--- src/rtl/pipe_tx_block_scheduler_if.sv ---
// Transmit-side bundle between the OS/data requesters and the block scheduler,
// plus the scheduler's scrambler-facing outputs.
interface pipe_tx_block_scheduler_if;
    logic        os_valid;
    logic [31:0] os_data;
    logic [3:0]  os_k;
    logic        os_ready;
    logic        data_valid;
    logic [31:0] data_in;
    logic [3:0]  data_k;
    logic        data_ready;
    logic [31:0] sch_data;
    logic [3:0]  sch_k;
    logic [1:0]  sch_sync_header;
    logic        sch_valid;
    logic        skp_inserted;
    logic        data_underrun;

    modport master (
        output os_valid, os_data, os_k, data_valid, data_in, data_k,
        input  os_ready, data_ready, sch_data, sch_k, sch_sync_header,
               sch_valid, skp_inserted, data_underrun
    );

    modport slave (
        input  os_valid, os_data, os_k, data_valid, data_in, data_k,
        output os_ready, data_ready, sch_data, sch_k, sch_sync_header,
               sch_valid, skp_inserted, data_underrun
    );
endinterface

--- src/rtl/pipe_tx_block_scheduler.sv ---
// Block-boundary arbiter for the PIPE TX path (SKP / OS / DATA / IDL), gen1 and gen5.
// Define SKP_SCHED_EN to build in the internal SKP scheduler and its block counter.
module pipe_tx_block_scheduler #(
    parameter int unsigned BEATS_PER_BLOCK = 4,
    parameter int unsigned SKP_INTERVAL    = 370,
    parameter int unsigned CNT_W           = 12
) (
    input  logic                      pclk,
    input  logic                      reset_n,
    input  logic [2:0]                generation,
    pipe_tx_block_scheduler_if.slave  bus
);
    localparam int unsigned BW        = (BEATS_PER_BLOCK > 1) ? $clog2(BEATS_PER_BLOCK) : 1;
    localparam logic [BW-1:0] LAST_BEAT = BW'(BEATS_PER_BLOCK - 1);

    if (SKP_INTERVAL < 2 || SKP_INTERVAL > 4095 || SKP_INTERVAL > (1 << CNT_W)) begin : g_bad_interval
        $error("pipe_tx_block_scheduler: SKP_INTERVAL out of range for CNT_W");
    end

    typedef enum logic [2:0] {GR_NONE, GR_SKP, GR_OS, GR_DATA, GR_IDL} grant_t;

    logic [BW-1:0] r_beat_cnt;
    grant_t        r_grant;
    logic          r_gen5;
    logic [31:0]   r_sch_data;
    logic [3:0]    r_sch_k;
    logic [1:0]    r_sch_sync;
    logic          r_sch_valid;
    logic          r_underrun;

    logic          w_boundary;
    logic          w_gen_ok;
    logic          w_gen5;
    logic          w_skp_due;
    grant_t        w_grant;
    logic [31:0]   w_data;
    logic [3:0]    w_k;
    logic [1:0]    w_sync;
    logic          w_pad;

`ifdef SKP_SCHED_EN
    localparam logic [CNT_W-1:0] SKP_ARM = CNT_W'(SKP_INTERVAL - 2);
    logic [CNT_W-1:0] r_skp_cnt;
    logic             r_skp_pending;
    logic             r_skp_inserted;
    assign w_skp_due        = r_skp_pending;
    assign bus.skp_inserted = r_skp_inserted;
`else
    assign w_skp_due        = 1'b0;
    assign bus.skp_inserted = 1'b0;
`endif

    assign w_boundary = (r_beat_cnt == '0);
    assign w_gen_ok   = (generation == 3'd1) || (generation == 3'd5);
    // Generation only matters at a boundary; mid-block the latched value rules.
    assign w_gen5     = w_boundary ? (generation == 3'd5) : r_gen5;

    always_comb begin
        w_grant = r_grant;
        if (w_boundary) begin
            if (!w_gen_ok)           w_grant = GR_NONE;
            else if (w_skp_due)      w_grant = GR_SKP;
            else if (bus.os_valid)   w_grant = GR_OS;
            else if (bus.data_valid) w_grant = GR_DATA;
            else                     w_grant = GR_IDL;
        end
    end

    assign bus.os_ready   = (w_grant == GR_OS)   && bus.os_valid;
    assign bus.data_ready = (w_grant == GR_DATA) && bus.data_valid;

    always_comb begin
        w_data = '0;
        w_k    = '0;
        w_pad  = 1'b0;
        w_sync = 2'b00;
        case (w_grant)
            GR_SKP: begin
                if (w_gen5) begin
                    w_data = (r_beat_cnt == LAST_BEAT) ? 32'h0000_00E1 : 32'h9999_9999;
                end else begin
                    w_data = w_boundary ? 32'h0000_00BC : 32'h0000_001C;
                    w_k    = 4'b0001;
                end
            end
            GR_OS: begin
                if (bus.os_valid) begin
                    w_data = bus.os_data;
                    w_k    = bus.os_k;
                end else begin
                    w_pad  = 1'b1;
                end
            end
            GR_DATA: begin
                if (bus.data_valid) begin
                    w_data = bus.data_in;
                    w_k    = bus.data_k;
                end else begin
                    w_pad  = 1'b1;
                end
            end
            default: ;
        endcase
        if (!w_gen5) begin
            w_data = {24'h0, w_data[7:0]};
            w_k    = {3'b000, w_k[0]};
        end
        if (w_boundary && w_gen5) begin
            case (w_grant)
                GR_SKP, GR_OS:   w_sync = 2'b01;
                GR_DATA, GR_IDL: w_sync = 2'b10;
                default:         w_sync = 2'b00;
            endcase
        end
    end

    always_ff @(posedge pclk) begin
        if (!reset_n) begin
            r_beat_cnt  <= '0;
            r_grant     <= GR_NONE;
            r_gen5      <= 1'b0;
            r_sch_data  <= '0;
            r_sch_k     <= '0;
            r_sch_sync  <= '0;
            r_sch_valid <= 1'b0;
            r_underrun  <= 1'b0;
`ifdef SKP_SCHED_EN
            r_skp_cnt      <= '0;
            r_skp_pending  <= 1'b0;
            r_skp_inserted <= 1'b0;
`endif
        end else begin
            r_grant     <= w_grant;
            r_sch_data  <= w_data;
            r_sch_k     <= w_k;
            r_sch_sync  <= w_sync;
            r_sch_valid <= (w_grant != GR_NONE);
            r_underrun  <= w_pad;
            if (w_boundary) begin
                r_gen5 <= (generation == 3'd5);
            end
            // An unsupported generation parks the counter on the boundary.
            if (w_grant != GR_NONE) begin
                r_beat_cnt <= (r_beat_cnt == LAST_BEAT) ? '0 : r_beat_cnt + 1'b1;
            end
`ifdef SKP_SCHED_EN
            r_skp_inserted <= w_boundary && (w_grant == GR_SKP);
            if (w_boundary && (w_grant == GR_SKP)) begin
                r_skp_cnt     <= '0;
                r_skp_pending <= 1'b0;
            end else if ((r_beat_cnt == LAST_BEAT) && (w_grant != GR_NONE) &&
                         (w_grant != GR_SKP) && !r_skp_pending) begin
                r_skp_cnt <= r_skp_cnt + 1'b1;
                if (r_skp_cnt == SKP_ARM) begin
                    r_skp_pending <= 1'b1;
                end
            end
`endif
        end
    end

    assign bus.sch_data        = r_sch_data;
    assign bus.sch_k           = r_sch_k;
    assign bus.sch_sync_header = r_sch_sync;
    assign bus.sch_valid       = r_sch_valid;
    assign bus.data_underrun   = r_underrun;
endmodule

--- src/flat_wrapper.sv ---
// flat-port wrapper written by rule: the top's interface ports become plain ports
module pipe_tx_block_scheduler_flat 
#(
    parameter int unsigned BEATS_PER_BLOCK = 4,
    parameter int unsigned SKP_INTERVAL    = 370,
    parameter int unsigned CNT_W           = 12
)
  (pclk, reset_n, generation, bus_os_valid, bus_os_data, bus_os_k, bus_data_valid, bus_data_in, bus_data_k, bus_os_ready, bus_data_ready, bus_sch_data, bus_sch_k, bus_sch_sync_header, bus_sch_valid, bus_skp_inserted, bus_data_underrun);
  pipe_tx_block_scheduler_if bus_i ();
  input  logic pclk;
  input  logic reset_n;
  input  logic [2:0] generation;
  input wire logic [$bits(bus_i.os_valid)-1:0] bus_os_valid;
  input wire logic [$bits(bus_i.os_data)-1:0] bus_os_data;
  input wire logic [$bits(bus_i.os_k)-1:0] bus_os_k;
  input wire logic [$bits(bus_i.data_valid)-1:0] bus_data_valid;
  input wire logic [$bits(bus_i.data_in)-1:0] bus_data_in;
  input wire logic [$bits(bus_i.data_k)-1:0] bus_data_k;
  output wire logic [$bits(bus_i.os_ready)-1:0] bus_os_ready;
  output wire logic [$bits(bus_i.data_ready)-1:0] bus_data_ready;
  output wire logic [$bits(bus_i.sch_data)-1:0] bus_sch_data;
  output wire logic [$bits(bus_i.sch_k)-1:0] bus_sch_k;
  output wire logic [$bits(bus_i.sch_sync_header)-1:0] bus_sch_sync_header;
  output wire logic [$bits(bus_i.sch_valid)-1:0] bus_sch_valid;
  output wire logic [$bits(bus_i.skp_inserted)-1:0] bus_skp_inserted;
  output wire logic [$bits(bus_i.data_underrun)-1:0] bus_data_underrun;
  assign bus_i.os_valid = bus_os_valid;
  assign bus_i.os_data = bus_os_data;
  assign bus_i.os_k = bus_os_k;
  assign bus_i.data_valid = bus_data_valid;
  assign bus_i.data_in = bus_data_in;
  assign bus_i.data_k = bus_data_k;
  assign bus_os_ready = bus_i.os_ready;
  assign bus_data_ready = bus_i.data_ready;
  assign bus_sch_data = bus_i.sch_data;
  assign bus_sch_k = bus_i.sch_k;
  assign bus_sch_sync_header = bus_i.sch_sync_header;
  assign bus_sch_valid = bus_i.sch_valid;
  assign bus_skp_inserted = bus_i.skp_inserted;
  assign bus_data_underrun = bus_i.data_underrun;
  pipe_tx_block_scheduler #(.BEATS_PER_BLOCK(BEATS_PER_BLOCK), .SKP_INTERVAL(SKP_INTERVAL), .CNT_W(CNT_W)) u_core (.pclk(pclk), .reset_n(reset_n), .generation(generation), .bus(bus_i));
endmodule
--- config.mk ---
export PLATFORM = sky130hd
export DESIGN_NAME = pipe_tx_block_scheduler_flat
export DESIGN_NICKNAME = d
export VERILOG_FILES = /design/src/rtl/pipe_tx_block_scheduler_if.sv /design/src/rtl/pipe_tx_block_scheduler.sv /design/src/flat_wrapper.sv
export SDC_FILE = /design/constraint.sdc
export NUM_CORES = 1
export LEC_CHECK = 0
export BUFFER_PORTS_ARGS = -buffer_cell sky130_fd_sc_hd__buf_2
export CELL_PAD_IN_SITES_DETAIL_PLACEMENT = 0
export CELL_PAD_IN_SITES_GLOBAL_PLACEMENT = 1
export CORE_UTILIZATION = 29
export DETAILED_ROUTE_END_ITERATION = 10
export PLACE_DENSITY = 0.78
export SYNTH_ARGS = -nofsm -noshare
export SYNTH_HDL_FRONTEND = slang
export SYNTH_SLANG_ARGS = --single-unit
--- constraint.sdc ---
create_clock -name pclk -period 2.3 [get_ports pclk]
set_input_delay 0.23 -clock pclk [delete_from_list [all_inputs] [get_ports pclk]]
set_output_delay 0.23 -clock pclk [all_outputs]
set_load 0.01 [all_outputs]
* Word level (Yosys, flattened, before mapping)
Index checks and enable logic that the tools add are counted.
** Storage, ports and cells
- Register bits :: 46
- Bits of input ports :: 79
- Output and inout port bits :: 43
** Operators by class
- Add/sub/neg operators :: 1
- Multiplexer cells :: 20
- Equality and inequality tests :: 7
- Reductions and logical operators :: 10
** Operators by type and width (number)
- $mux 32 :: 4
- $pmux 32 s3 :: 1
- $mux 3 :: 4
- $pmux 4 s3 :: 1
- $mux 4 :: 2
- $mux 8 :: 1
- $eq 3x1->1 const B :: 2
- $eq 3x2->1 const B :: 2
- $eq 3x3->1 const B :: 2
- $mux 1 :: 4
- $pmux 2 s2 :: 1
- $reduce_and 2->1 :: 2
- $reduce_or 2->1 :: 2
- $logic_and 1x1->1 :: 3
- $reduce_bool 3->1 :: 1
- $add 2x1->2 const B :: 1
- $eq 2x2->1 const B :: 1
- $logic_not 2->1 :: 1
- $mux 2 :: 1
- $pmux 1 s2 :: 1
- $logic_or 1x1->1 :: 1

* Depth between registers and ports, before layout
Gate-level depths: netlist (run 1).
- Word-level depth :: 7
- Mapped depth :: 10
- Gate-level depth less buffers :: 7

* Worst setup path before layout (run 1)
No wires, ideal clock.
- Path type :: register -> register
- Start :: register u_core.r_beat_cnt[0]
- End :: register u_core.r_sch_data[19] (netlist: u_core.bus.sch_data[19])
- Data required time :: 2178 ps
- Clock period less this slack :: 1974 ps
- Library setup time :: 122 ps
- Setup slack :: 326 ps
- Arrival :: 1853 ps
- Cell stages (with the launch flop) :: 11
- Path buffers :: 3
- Cells stage by stage :: dfxtp_1 > inv_1 > ha_1 > buf_4 > nand2b_1 > and2_1 > nor2b_1 > buf_2 > clkbuf_1 > a221oi_1 > nor2_1
** Between the ends
- Word-level cells in the longest chain between the ends :: 4
- Elaborated cells between the ends (all ways) :: 11
** RTL lines
- start: declaration :: RTL line pipe_tx_block_scheduler.sv:22 : logic [BW-1:0] r_beat_cnt;
- start signal: assignment :: RTL line pipe_tx_block_scheduler.sv:144 : r_beat_cnt <= (r_beat_cnt == LAST_BEAT) ? '0 : r_beat_cnt + 1'b1;
- $logic_not 2->1 / $eq 2x2->1 (equally long branches) :: RTL line pipe_tx_block_scheduler.sv:53, pipe_tx_block_scheduler.sv:80
- $mux 3 (tied with other cells) :: RTL line pipe_tx_block_scheduler.sv:60 : if (w_boundary) begin
- $eq 3x2->1 (tied with other cells) :: RTL line pipe_tx_block_scheduler.sv:77 : case (w_grant)
- $pmux 32 s3 :: RTL line pipe_tx_block_scheduler.sv:77
- end signal: assignment :: RTL line pipe_tx_block_scheduler.sv:134 : r_sch_data <= w_data;
- end: declaration :: RTL line pipe_tx_block_scheduler.sv:25 : logic [31:0] r_sch_data;
Several ways; a longest one is shown, not always the timed one.
A chain may end at the register's enable or synchronous reset.

* Worst setup path in the final report (run 1)
- Start :: register u_core.r_beat_cnt[1]
- End :: output bus_data_ready
** Between the ends
- Word-level cells in the longest chain between the ends :: 4
** RTL lines
- $logic_not 2->1 :: RTL line pipe_tx_block_scheduler.sv:53 : assign w_boundary = (r_beat_cnt == '0);
- $mux 3 :: RTL line pipe_tx_block_scheduler.sv:60
- $eq 3x2->1 :: RTL line pipe_tx_block_scheduler.sv:70 : assign bus.data_ready = (w_grant == GR_DATA) && bus.data_valid;
- $logic_and 1x1->1 :: RTL line pipe_tx_block_scheduler.sv:70
- end: declaration :: RTL line flat_wrapper.sv:20 : output wire logic [$bits(bus_i.data_ready)-1:0] bus_data_ready;
No other way between the ends.

==> summary.txt, run 1 <==
Route
  – WL met2: 2600 µm
  – WL/cell: 13.4 µm
  – Final WL: 5430 µm
  – Via density: 4.74
  – Metal3 WL: approximately 350 µm
  – Top sig layer: met4
  – First-pass iteration count of the detailed router: 4
  – DRT iter0 DRCs: 58
  – DRC Markers: 0
  – Vias: 1923
  – Met1 WL: 2450 µm
  – Detail Route Antenna Nets: 0

Synthesis
  – Gate Count Post-Synth: 201
  – Mean post-synth cell area: 9.43 µm²
  – Register area share after synthesis: between 40% and 50%
  – Distinct cell type count after synthesis: 39
  – EDFF count, synth: 0
  – Yosys synthesis warning count: 0
  – Mapped cell area: 0.00190 mm²
  – Synthesized net count: 282
  – Synth Register Bits: 46
  – Synth Flop Type: dfxtp_1
  – Ys async rst share: 0%

Layout
  – Nets: about 410
  – Layout cell share with drive strength beyond 1: 46.8%
  – # diodes: 0
  – Final core utilization: between 40 and 50%
  – Design area: 0.00276 mm²
  – Synthesis-to-layout area growth: 45.3%
  – Post-Layout Cell Count: a little over 400

STA
  – Final TNS setup: 0 ns
  – Least-Margin Pin Slew: 0.772 ns
  – Worst Clk Skew: around 0.016 ns
  – Rel. slew slack: around half
  – RSZ-0062 raised after global routing: no
  – F_max: 0.451 GHz
  – # setup viols final: 0
  – Period utilisation layout: 96.3%
  – Final worst setup slack: 0.0843 ns
  – Final number of max-transition violations: 0
  – Min Tclk post-route: 2.22 ns
  – Final Hold Violating Endpoints: 0

Power
  – Peak supply drop: 214 µV
  – Power Dens Cells: 574 mW/mm²
  – LEAKAGE: 1.24 nW

Die
  – Cell Rows: 29
  – Num ports: 122
  – Die area: 0.00686 mm²
  – Initial Utilization: a little under a third
  – Core Box Area: 0.00631 mm²
  – Die H: 82.9 µm
  – Die X: 82.9 µm

Clock tree
  – Worst-skew pair later-pin latency: 0.30 ns
  – TritonCTS Sinks: 46
  – CTS tree: done
  – CTS Hold Bufs: 0
  – Root Buffer: clkbuf_8
  – Clk slew on worst S/H paths: 0.10 ns
  – H-tree Lvls: 2
  – Clk buf depth: 2
  – TritonCTS Buffers: 5

Hold path
  – Worst min-delay path class: input port to flop

GRT
  – Vias in the first global route: 1770
  – GRT Residual Overflow: 0
  – Global-route wire length before repair: 8690 µm
  – Largest net degree at the start of global routing: 28
  – GRT Total Usage: 15.7%
  – Initial antenna violation count: 0

Critical path
  – Crit Path Class: flop to primary output
  – Crit-path leading delay family: buffers and inverters
  – Worst-path cell chain: inv_1, ha_4, nor2b_1, a31o_2, buf_4, nor4_4, buf_12, buf_2
  – CP max FO: 6
  – CP Data Required Time: slightly above 2 ns
  – Buf/Inv on CP: 4
  – Worst path max stage delay: 0.33 ns
  – Setup crit start kind: flop
  – Setup crit end kind: primary output
  – Worst path slowest cell: dfxtp_1
  – Worst Path Arrival: 1.99 ns

Placement
  – Area after DPL: around 0.0026 mm²
  – Placed cells: 393
  – Buffers on Ports: 120
  – Setup WS pre-CTS: -0.166 ns
  – Post-DP HPWL: 3980 µm
  – Gpl congestion: 0.882

Flow run
  – Max-cap violation count: 0

Outcome
  – Status: finished, final reports clean
-- per-layer routing --
layer | track usage [%] | vias up
met2 | 25.8 | 94
met1 | 20.2 | 856
met5 | 0 | -
met4 | 5.17 | 0
li1 | - | 966
met3 | 3.68 | 7
-- cell type report --
cell class / count / area (µm²)
Fill cell: 653 / 3560
Timing Repair Buffer: 136 / 759
Clock inverter: 3 / 23.8
Sequential cell: 46 / 922
Multi-Input combinational cell: 136 / 873
Tap cell: 77 / 96.3
Inverter: 3 / 11.3
Clock buffer: 5 / 68.8
-- cells by family (layout without fill, tap and decap cells) --
kind of cell             after synthesis  after routing  share of synthesized area, %
buffers and inverters                 19            147                          6.60
AND/OR/NAND/NOR                       79             79                          21.6
AO/OA/AOI/OAI                         51             51                          20.2
flip-flops                            46             46                          48.6
XOR/XNOR                               1              1                         0.462
other                                  1              1                         0.198
multiplexers                           2              2                          1.06
adder cells (fa/ha/maj)                2              2                          1.32
-- cells in the mapped netlist, types with 2 or more instances --
library cell  instances  area (µm²)
nand3_1               4        20.0
mux2i_1               2        20.0
ha_1                  2        25.0
a22oi_1              16         120
nor3_1                3        15.0
buf_6                 4        45.0
clkbuf_1              2        7.51
o21a_1                3        22.5
a221oi_1             12         105
nor2b_1               7        43.8
nand2_1              12        45.0
a31oi_1               8        50.1
and3_1                2        12.5
nor2_1               34         128
o21ai_0               3        15.0
buf_2                 4        20.0
nand2b_1              3        18.8
buf_4                 5        37.5
dfxtp_1              46         921
and2_1                6        37.5
inv_1                 3        11.3
a21oi_1               3        15.0
-- layout by cell type, fill, tap and decap left out, types with 2 or more instances in the layout --
cell,count
nor2_1,34
mux2i_1,2
and2_1,6
dfxtp_1,45
inv_1,3
and3_1,2
clkinvlp_4,2
a22oi_1,16
nand2_1,12
a221oi_1,12
a21oi_1,3
nor4_4,2
clkbuf_8,5
a31oi_1,8
nand3_1,4
nor2b_1,6
nand2b_1,3
o21ai_0,3
nor3_1,3
buf_2,120
buf_4,12
o21a_1,3
-- flip-flops by register name (all words and copies together), names as in the netlist --
name,flops
u_core.bus.sch_data,32
u_core.bus.sch_k,4
u_core.r_grant,3
u_core.bus.sch_sync_header,2
u_core.r_beat_cnt,2
u_core.bus.data_underrun,1
u_core.bus.sch_valid,1
u_core.r_gen5,1
-- stage by stage --
| stage | hold slack, ns | power [mW] |
|---|---|---|
| final | 0.166 | 1.58 |
| after global routing | 0.149 | 1.67 |
| after CTS | 0.153 | 1.59 |
| after detailed placement | 0.478 | 1.07 |
| after global placement | 0.467 | 1.07 |
| after floorplan | 0.370 | 0.969 |
-- worst register-to-register path: cells and delay by family (launching register included) --
family / cells / cell delay [ns]
flip-flops: 1 / 0.33
buffers and inverters: 4 / 0.66
adder cells (fa/ha/maj): 1 / 0.19
AO/OA/AOI/OAI: 2 / 0.40
AND/OR/NAND/NOR: 3 / 0.46
-- worst paths after layout --
check	cells after the start	start	slack [ns]	to
min reg2reg	2	u_core.r_beat_cnt[0]	0.55	u_core.r_beat_cnt[0]
max reg2reg	10	u_core.r_beat_cnt[1]	0.21	u_core.bus.sch_data[2]
max	8	u_core.r_beat_cnt[1]	0.08	bus_data_ready
min	3	bus_data_in[18]	0.17	u_core.bus.sch_data[18]
-- report_power, final --
part	leakage [nW]	internal, mW	switching [mW]
combinational	0.823	0.131	0.131
clock	0.0408	0.218	0.287
sequential	0.372	0.809	0.00622
-- timing repair --
item / CTS / global route
endpoints found under the hold margin: 0 / 0
gates resized for setup: 3 / 2
gates cloned: 1 / 0
buffers inserted: 1 / 3
pin swaps: 1 / 2
setup endpoints to repair: 14 / 14
Note: power is estimated with default switching activity, not from simulation.
==> inputs of run 2 (changes only) <==
BUFFER_PORTS_ARGS = unset   (was -buffer_cell sky130_fd_sc_hd__buf_2)
CORE_UTILIZATION = 43   (was 29)
CTS_CLUSTER_SIZE = 25   (was unset)
DONT_BUFFER_PORTS = 1   (was unset)
PLACE_DENSITY = 0.76   (was 0.78)
==> run 2 against run 1 <==
Compared with the run above: worst setup slack better by 0.050 ns; clock skew is 0.011 ns lower; total power decreased by 0.88%; via count shrank 21%; count of clock-buffer cells in the layout grew 1; sequential power about the same; non-clock buffer count decreased by 127; final cell count shrank 38%; cell area shrank 25%; combinational power is 36% lower; critical path depth down 2; highest routed layer unchanged.
==> summary.txt, run 2 (synthesis gave the netlist of run 1 again) <==
Hold path
  – Hold path depth: 1 (was 3)
  – Hold path endpoint: u_core.bus.sch_valid (was u_core.bus.sch_data[18])
  – Worst min-delay path class: input port to flop (unchanged)
  – Min-delay src: reset_n (was bus_data_in[18])

Outcome
  – Status: finished, final reports clean (unchanged)

Critical path
  – Worst R2R End: u_core.bus.sch_data[28] (was u_core.bus.sch_data[2])
  – CP max FO: 22 (was 6)
  – Worst R2R Setup Slack: 0.34 ns (was 0.21 ns)
  – Worst r2r path cells: 8 (was 10)
  – Crit Path Class: flop to primary output (unchanged)
  – Worst Path Arrival: 1.94 ns (was 1.99 ns)
  – Reg-to-Reg Start: u_core.r_beat_cnt[0] (was u_core.r_beat_cnt[1])
  – CP Data Required Time: 2.07 ns (about the same)
  – Setup crit end kind: primary output (unchanged)
  – Setup crit start kind: flop (unchanged)

GRT
  – Largest net degree at the start of global routing: 31 (was 28)
  – Vias in the first global route: 1423 (was 1770)
  – GRT Total Usage: 20.1% (was 15.7%)
  – GRT Residual Overflow: 0 (unchanged)
  – Initial antenna violation count: 0 (unchanged)
  – Global-route wire length before repair: 6720 µm (was 8690 µm)

Layout
  – Commonest non-fill, non-tap cell in the layout: dfxtp_1 (was buf_2)
  – # diodes: 0 (unchanged)
  – Fill count: 407 (was 653)
  – Commonest cells after routing, fill and taps aside: dfxtp_1 (46), nor2_1 (34), a22oi_1 (16), nand2_1 (12), a221oi_1 (12) (was buf_2 (120), dfxtp_1 (45), nor2_1 (34), a22oi_1 (16))
  – Max reg flops: 32 (unchanged)
  – Layout cell share with drive strength beyond 1: 12.4% (was 46.8%)
  – Nets: 282 (was 409)
  – Final core utilization: 50.1% (was 43.6%)
  – Synthesis-to-layout area growth: 8.78% (was 45.3%)

STA
  – Final TNS setup: 0 ns (unchanged)
  – Final Hold Violating Endpoints: 0 (unchanged)
  – # setup viols final: 0 (unchanged)
  – Min Tclk post-route: 2.17 ns (was 2.22 ns)
  – RSZ-0062 raised after global routing: no (unchanged)
  – Worst Clk Skew: 0.00545 ns (was 0.0161 ns)
  – F_max: 0.462 GHz (was 0.451 GHz)
  – Final number of max-transition violations: 0 (unchanged)
  – Period utilisation layout: 94.2% (was 96.3%)

Route
  – Detail Route Antenna Nets: 0 (unchanged)
  – Via density: 6.06 (was 4.74)
  – Final WL: 4390 µm (was 5430 µm)
  – First-pass iteration count of the detailed router: 4 (unchanged)
  – WL/cell: 17.4 µm (was 13.4 µm)
  – DRC Markers: 0 (unchanged)
  – Vias: 1528 (was 1923)
  – DRT iter0 DRCs: 69 (was 58)

Power
  – Peak supply drop: 339 µV (was 214 µV)
  – Power Dens Cells: 760 mW/mm² (was 574 mW/mm²)
  – LEAKAGE: 0.665 nW (was 1.24 nW)

Clock tree
  – TritonCTS Buffers: 5 (unchanged)
  – Clk buf depth: 2 (unchanged)
  – CTS tree: done (unchanged)
  – Clk slew on worst S/H paths: 0.08 ns (was 0.10 ns)
  – CTS Hold Bufs: 0 (unchanged)
  – Worst-skew pair later-pin latency: 0.29 ns (was 0.30 ns)
  – H-tree Lvls: 2 (unchanged)
  – Setup Fix Bufs, Post-CTS: 0 (was 1)
  – Root Buffer: clkbuf_8 (unchanged)
  – TritonCTS Sinks: 46 (unchanged)
  – CTS resizes: 1 (was 3)

Placement
  – Buffers on Ports: 0 (was 120)
  – Post-DP HPWL: 3280 µm (was 3980 µm)
  – Gpl congestion: 0.853 (was 0.882)

Flow run
  – Max-cap violation count: 0 (unchanged)

Die
  – Die area: 0.00468 mm² (was 0.00686 mm²)
  – Die X: 68.4 µm (was 82.9 µm)
  – Cell Rows: 23 (was 29)
  – Initial Utilization: 46.1% (was 30.0%)
  – Die H: 68.4 µm (was 82.9 µm)
  – Num ports: 122 (unchanged)
  – Core Box Area: 0.00412 mm² (was 0.00631 mm²)
## run 2: cell types whose count changed in the layout (fill, tap and decap cells not counted), sizes merged
cell | before | now
bufbuf | 1 | 0
clkinvlp | 2 | 1
buf | 134 | 9
inv | 4 | 3
bufinv | 0 | 1
## run 2: where the power goes
group / internal [mW] / switching [mW] / leakage (nW)
Sequential: 0.808 / 0.00953 / 0.371
Clock: 0.324 / 0.259 / 0.0514
Combinational: 0.0740 / 0.0928 / 0.242
## run 2: final cells by class
cell class	count	area (µm²)	area share [%]
Multi-Input combinational cell	136	865	41.9
Sequential cell	46	921	44.7
Inverter	3	11.3	0.546
Timing Repair Buffer	9	92.6	4.49
Clock buffer	6	72.6	3.52
Tap cell	50	62.6	3.03
Clock inverter	2	37.5	1.82
## run 2: worst max-delay path by stage
stage / from / slack (ns) / cells past startpoint / endpoint
global route: u_core.r_beat_cnt[0] / 0.008 / 6 / bus_data_ready
detailed placement: u_core.r_beat_cnt[0] / 0.22 / 8 / u_core.bus.sch_data[28]
CTS: u_core.r_beat_cnt[0] / 0.07 / 6 / bus_data_ready
global placement: u_core.r_beat_cnt[0] / 0.29 / 8 / u_core.bus.sch_data[16]
finish: u_core.r_beat_cnt[0] / 0.13 / 6 / bus_data_ready
floorplan: u_core.r_beat_cnt[0] / 0.33 / 10 / u_core.bus.sch_data[19]
## run 2: per-layer routing
metal  vias up  GRT usage [%]  wire length (µm)
met1       707           23.9              1800
met5         -              0                 0
met2        91           31.4              2040
met3        12           6.67               418
met4         0           11.7               126
li1        718              -                 -
## run 2: worst max-delay path, cell delays in order, from the launching register on
cell and delay (ns):
dfxtp_1 0.34, inv_1 0.11, ha_4 0.21, nand3b_4 0.12, o21a_1 0.31, nor4_4 0.33, buf_12 0.21
## run 2: through the flow
| step | cell area [µm²] | total power, mW | hold WS, ns | setup slack (ns) | instances |
|---|---|---|---|---|---|
| 2_1_floorplan | 1900 | 0.969 | 0.370 | 0.326 | 201 |
| 3_3_place_gp | 1940 | 0.991 | 0.354 | 0.294 | 244 |
| 3_5_place_dp | 1940 | 0.994 | 0.358 | 0.217 | 244 |
| 4_1_cts | 2050 | 1.58 | 0.0417 | 0.0716 | 252 |
| 5_1_grt | 2060 | 1.64 | 0.0392 | 0.00838 | 252 |
| 6_report | 2060 | 1.57 | 0.0508 | 0.134 | 252 |
==> inputs of run 3 (changes only) <==
CTS_CLUSTER_SIZE = 20   (was 25)
REMOVE_ABC_BUFFERS = 1   (was unset)
==> run 3 against run 2 <==
Compared with the run above: highest routed layer unchanged; utilization is 1.6 points higher; critical endpoint unchanged; sequential cell count stayed put; hold slack hardly changed; via count is 1.2% higher.
==> summary.txt, run 3 (synthesis gave the netlist of run 1 again) <==
Critical path
  – Worst Path Arrival: 1.98 ns (was 1.94 ns)
  – Worst R2R Setup Slack: 0.22 ns (was 0.34 ns)
  – CP max FO: 9 (was 22)
  – CP Data Required Time: 2.07 ns (about the same)
  – Setup crit end kind: primary output (unchanged)
  – Setup crit start kind: flop (unchanged)
  – Crit Path Class: flop to primary output (unchanged)

Placement
  – Buffers on Ports: 0 (unchanged)
  – Placed cells: 244 (unchanged)
  – Gpl congestion: 0.809 (was 0.853)
  – Setup WS pre-CTS: -0.0944 ns (was 0.217 ns)
  – Post-DP HPWL: 3410 µm (was 3280 µm)

Hold path
  – Worst min-delay path class: input port to flop (unchanged)

Die
  – Die X: 68.4 µm (unchanged)
  – Die area: 0.00468 mm² (unchanged)
  – Num ports: 122 (unchanged)
  – Cell Rows: 23 (unchanged)
  – Initial Utilization: 46.1% (unchanged)
  – Core Box Area: 0.00412 mm² (unchanged)
  – Die H: 68.4 µm (unchanged)

Outcome
  – Status: finished, final reports clean (unchanged)

Route
  – Final WL: 4780 µm (was 4390 µm)
  – Detail Route Antenna Nets: 0 (unchanged)
  – Via density: 6.02 (was 6.06)
  – WL/cell: 18.6 µm (was 17.4 µm)
  – Vias: 1546 (was 1528)
  – First-pass iteration count of the detailed router: 4 (unchanged)
  – DRT iter0 DRCs: 46 (was 69)
  – DRC Markers: 0 (unchanged)

Clock tree
  – H-tree Lvls: 2 (unchanged)
  – Clk slew on worst S/H paths: 0.08 ns (about the same)
  – TritonCTS Sinks: 46 (unchanged)
  – Worst-skew pair later-pin latency: 0.30 ns (was 0.29 ns)
  – CTS tree: done (unchanged)
  – Clk buf depth: 2 (unchanged)
  – Root Buffer: clkbuf_8 (unchanged)
  – TritonCTS Buffers: 5 (unchanged)

Flow run
  – Max-cap violation count: 0 (unchanged)

STA
  – Worst Hold Slack: 0.0511 ns (was 0.0508 ns)
  – Final Hold Violating Endpoints: 0 (unchanged)
  – Rel. slew slack: 55.2%
  – Final number of max-transition violations: 0 (unchanged)
  – Min Tclk post-route: 2.21 ns (was 2.17 ns)
  – Worst Clk Skew: 0.00920 ns (was 0.00545 ns)
  – Final worst setup slack: 0.0919 ns (was 0.134 ns)
  – Least-Margin Pin Slew: 0.667 ns
  – Period utilisation layout: 96.0% (was 94.2%)
  – # setup viols final: 0 (unchanged)
  – F_max: 0.453 GHz (was 0.462 GHz)

Layout
  – Layout cell share with drive strength beyond 1: 15.9% (was 12.4%)
  – Fill count: 381 (was 407)
  – Max reg flops: 32 (unchanged)
  – Nets: 287 (was 282)
  – Commonest cells after routing, fill and taps aside: dfxtp_1 (44), nor2_1 (34), a22oi_1 (16), nand2_1 (12), a221oi_1 (12) (was dfxtp_1 (46), nor2_1 (34), a22oi_1 (16), nand2_1 (12), a221oi_1 (12))
  – Post-Layout Cell Count: 257 (was 252)
  – Synthesis-to-layout area growth: 12.3% (was 8.78%)
  – # diodes: 0 (unchanged)
  – Commonest non-fill, non-tap cell in the layout: dfxtp_1 (unchanged)
  – Final core utilization: 51.7% (was 50.1%)

GRT
  – Vias in the first global route: 1369 (was 1423)
  – Global-route wire length before repair: 6330 µm (was 6720 µm)
  – GRT Residual Overflow: 0 (unchanged)
  – Largest net degree at the start of global routing: 30 (was 31)
  – Initial antenna violation count: 0 (unchanged)
  – GRT Total Usage: 18.8% (was 20.1%)

Power
  – Tot Pwr: 1.49 mW (was 1.57 mW)
  – Power Dens Cells: 701 mW/mm² (was 760 mW/mm²)
  – Peak supply drop: 348 µV (was 339 µV)
  – LEAKAGE: 0.696 nW (was 0.665 nW)
-- run 3: cell types whose count changed in the layout (fill, tap and decap cells not counted), sizes merged --
cell    change
clkinv      +2
clkbuf      +1
buf         +3
bufinv      -1
-- run 3: power breakdown --
part / leakage, nW / internal, mW / switching [mW]
Sequential: 0.372 / 0.809 / 0.00989
Combinational: 0.279 / 0.0829 / 0.0983
Clock: 0.0441 / 0.214 / 0.279
Total: 0.696 / 1.11 / 0.387
-- run 3: layer usage --
metal	share of wire, %	global-route usage, %
met1	40	21.8
met2	50	31.6
met3	9.1	6.33
met4	1.2	7.29
met5	0	0
-- run 3: path summary, 6_finish.rpt --
check	start	endpoint	cells after the start
hold reg to reg	u_core.r_beat_cnt[1]	u_core.r_beat_cnt[1]	2
setup / recovery	u_core.r_beat_cnt[1]	bus_data_ready	7
hold / removal	reset_n	u_core.r_grant[1]	1
setup reg to reg	u_core.r_beat_cnt[1]	u_core.bus.sch_data[16]	10
-- run 3: through the flow --
| step | TNS (ns) | area [µm²] |
|---|---|---|
| final | 0 | 2130 |
| after global routing | -0.00507 | 2130 |
| after CTS | 0 | 2050 |
| after detailed placement | -0.816 | 1940 |
| after global placement | 0 | 1940 |
| after floorplan | -17.85 | 1780 |
-- run 3: layout make-up --
| type | count | area (µm²) | share of cell area (%) |
|---|---|---|---|
| flip-flops and latches | 46 | 923 | 43.4 |
| clock buffers | 5 | 68.8 | 3.23 |
| well taps | 50 | 62.6 | 2.94 |
| multi-input cells | 136 | 873 | 41.0 |
| repair buffers | 14 | 169 | 7.93 |
| clock inverters | 3 | 21.3 | 0.999 |
| inverters | 3 | 11.3 | 0.529 |
-- run 3: worst max-delay path: stages, from the launching register on --
cell and delay (ns):
dfxtp_2 0.33, inv_1 0.09, ha_4 0.20, nand3b_4 0.12
o21a_1 0.23, buf_6 0.16, nor4_4 0.38, buf_12 0.18
-- run 3: what timing repair did --
item / CTS / global route
gates resized for setup: 3 / 3
buffers inserted: 0 / 3
endpoints found under the hold margin: 0 / 0
setup endpoints to repair: 13 / 1
cloned: 0 / 2
pin swaps: 0 / 3
hold buffers: 0 / 0
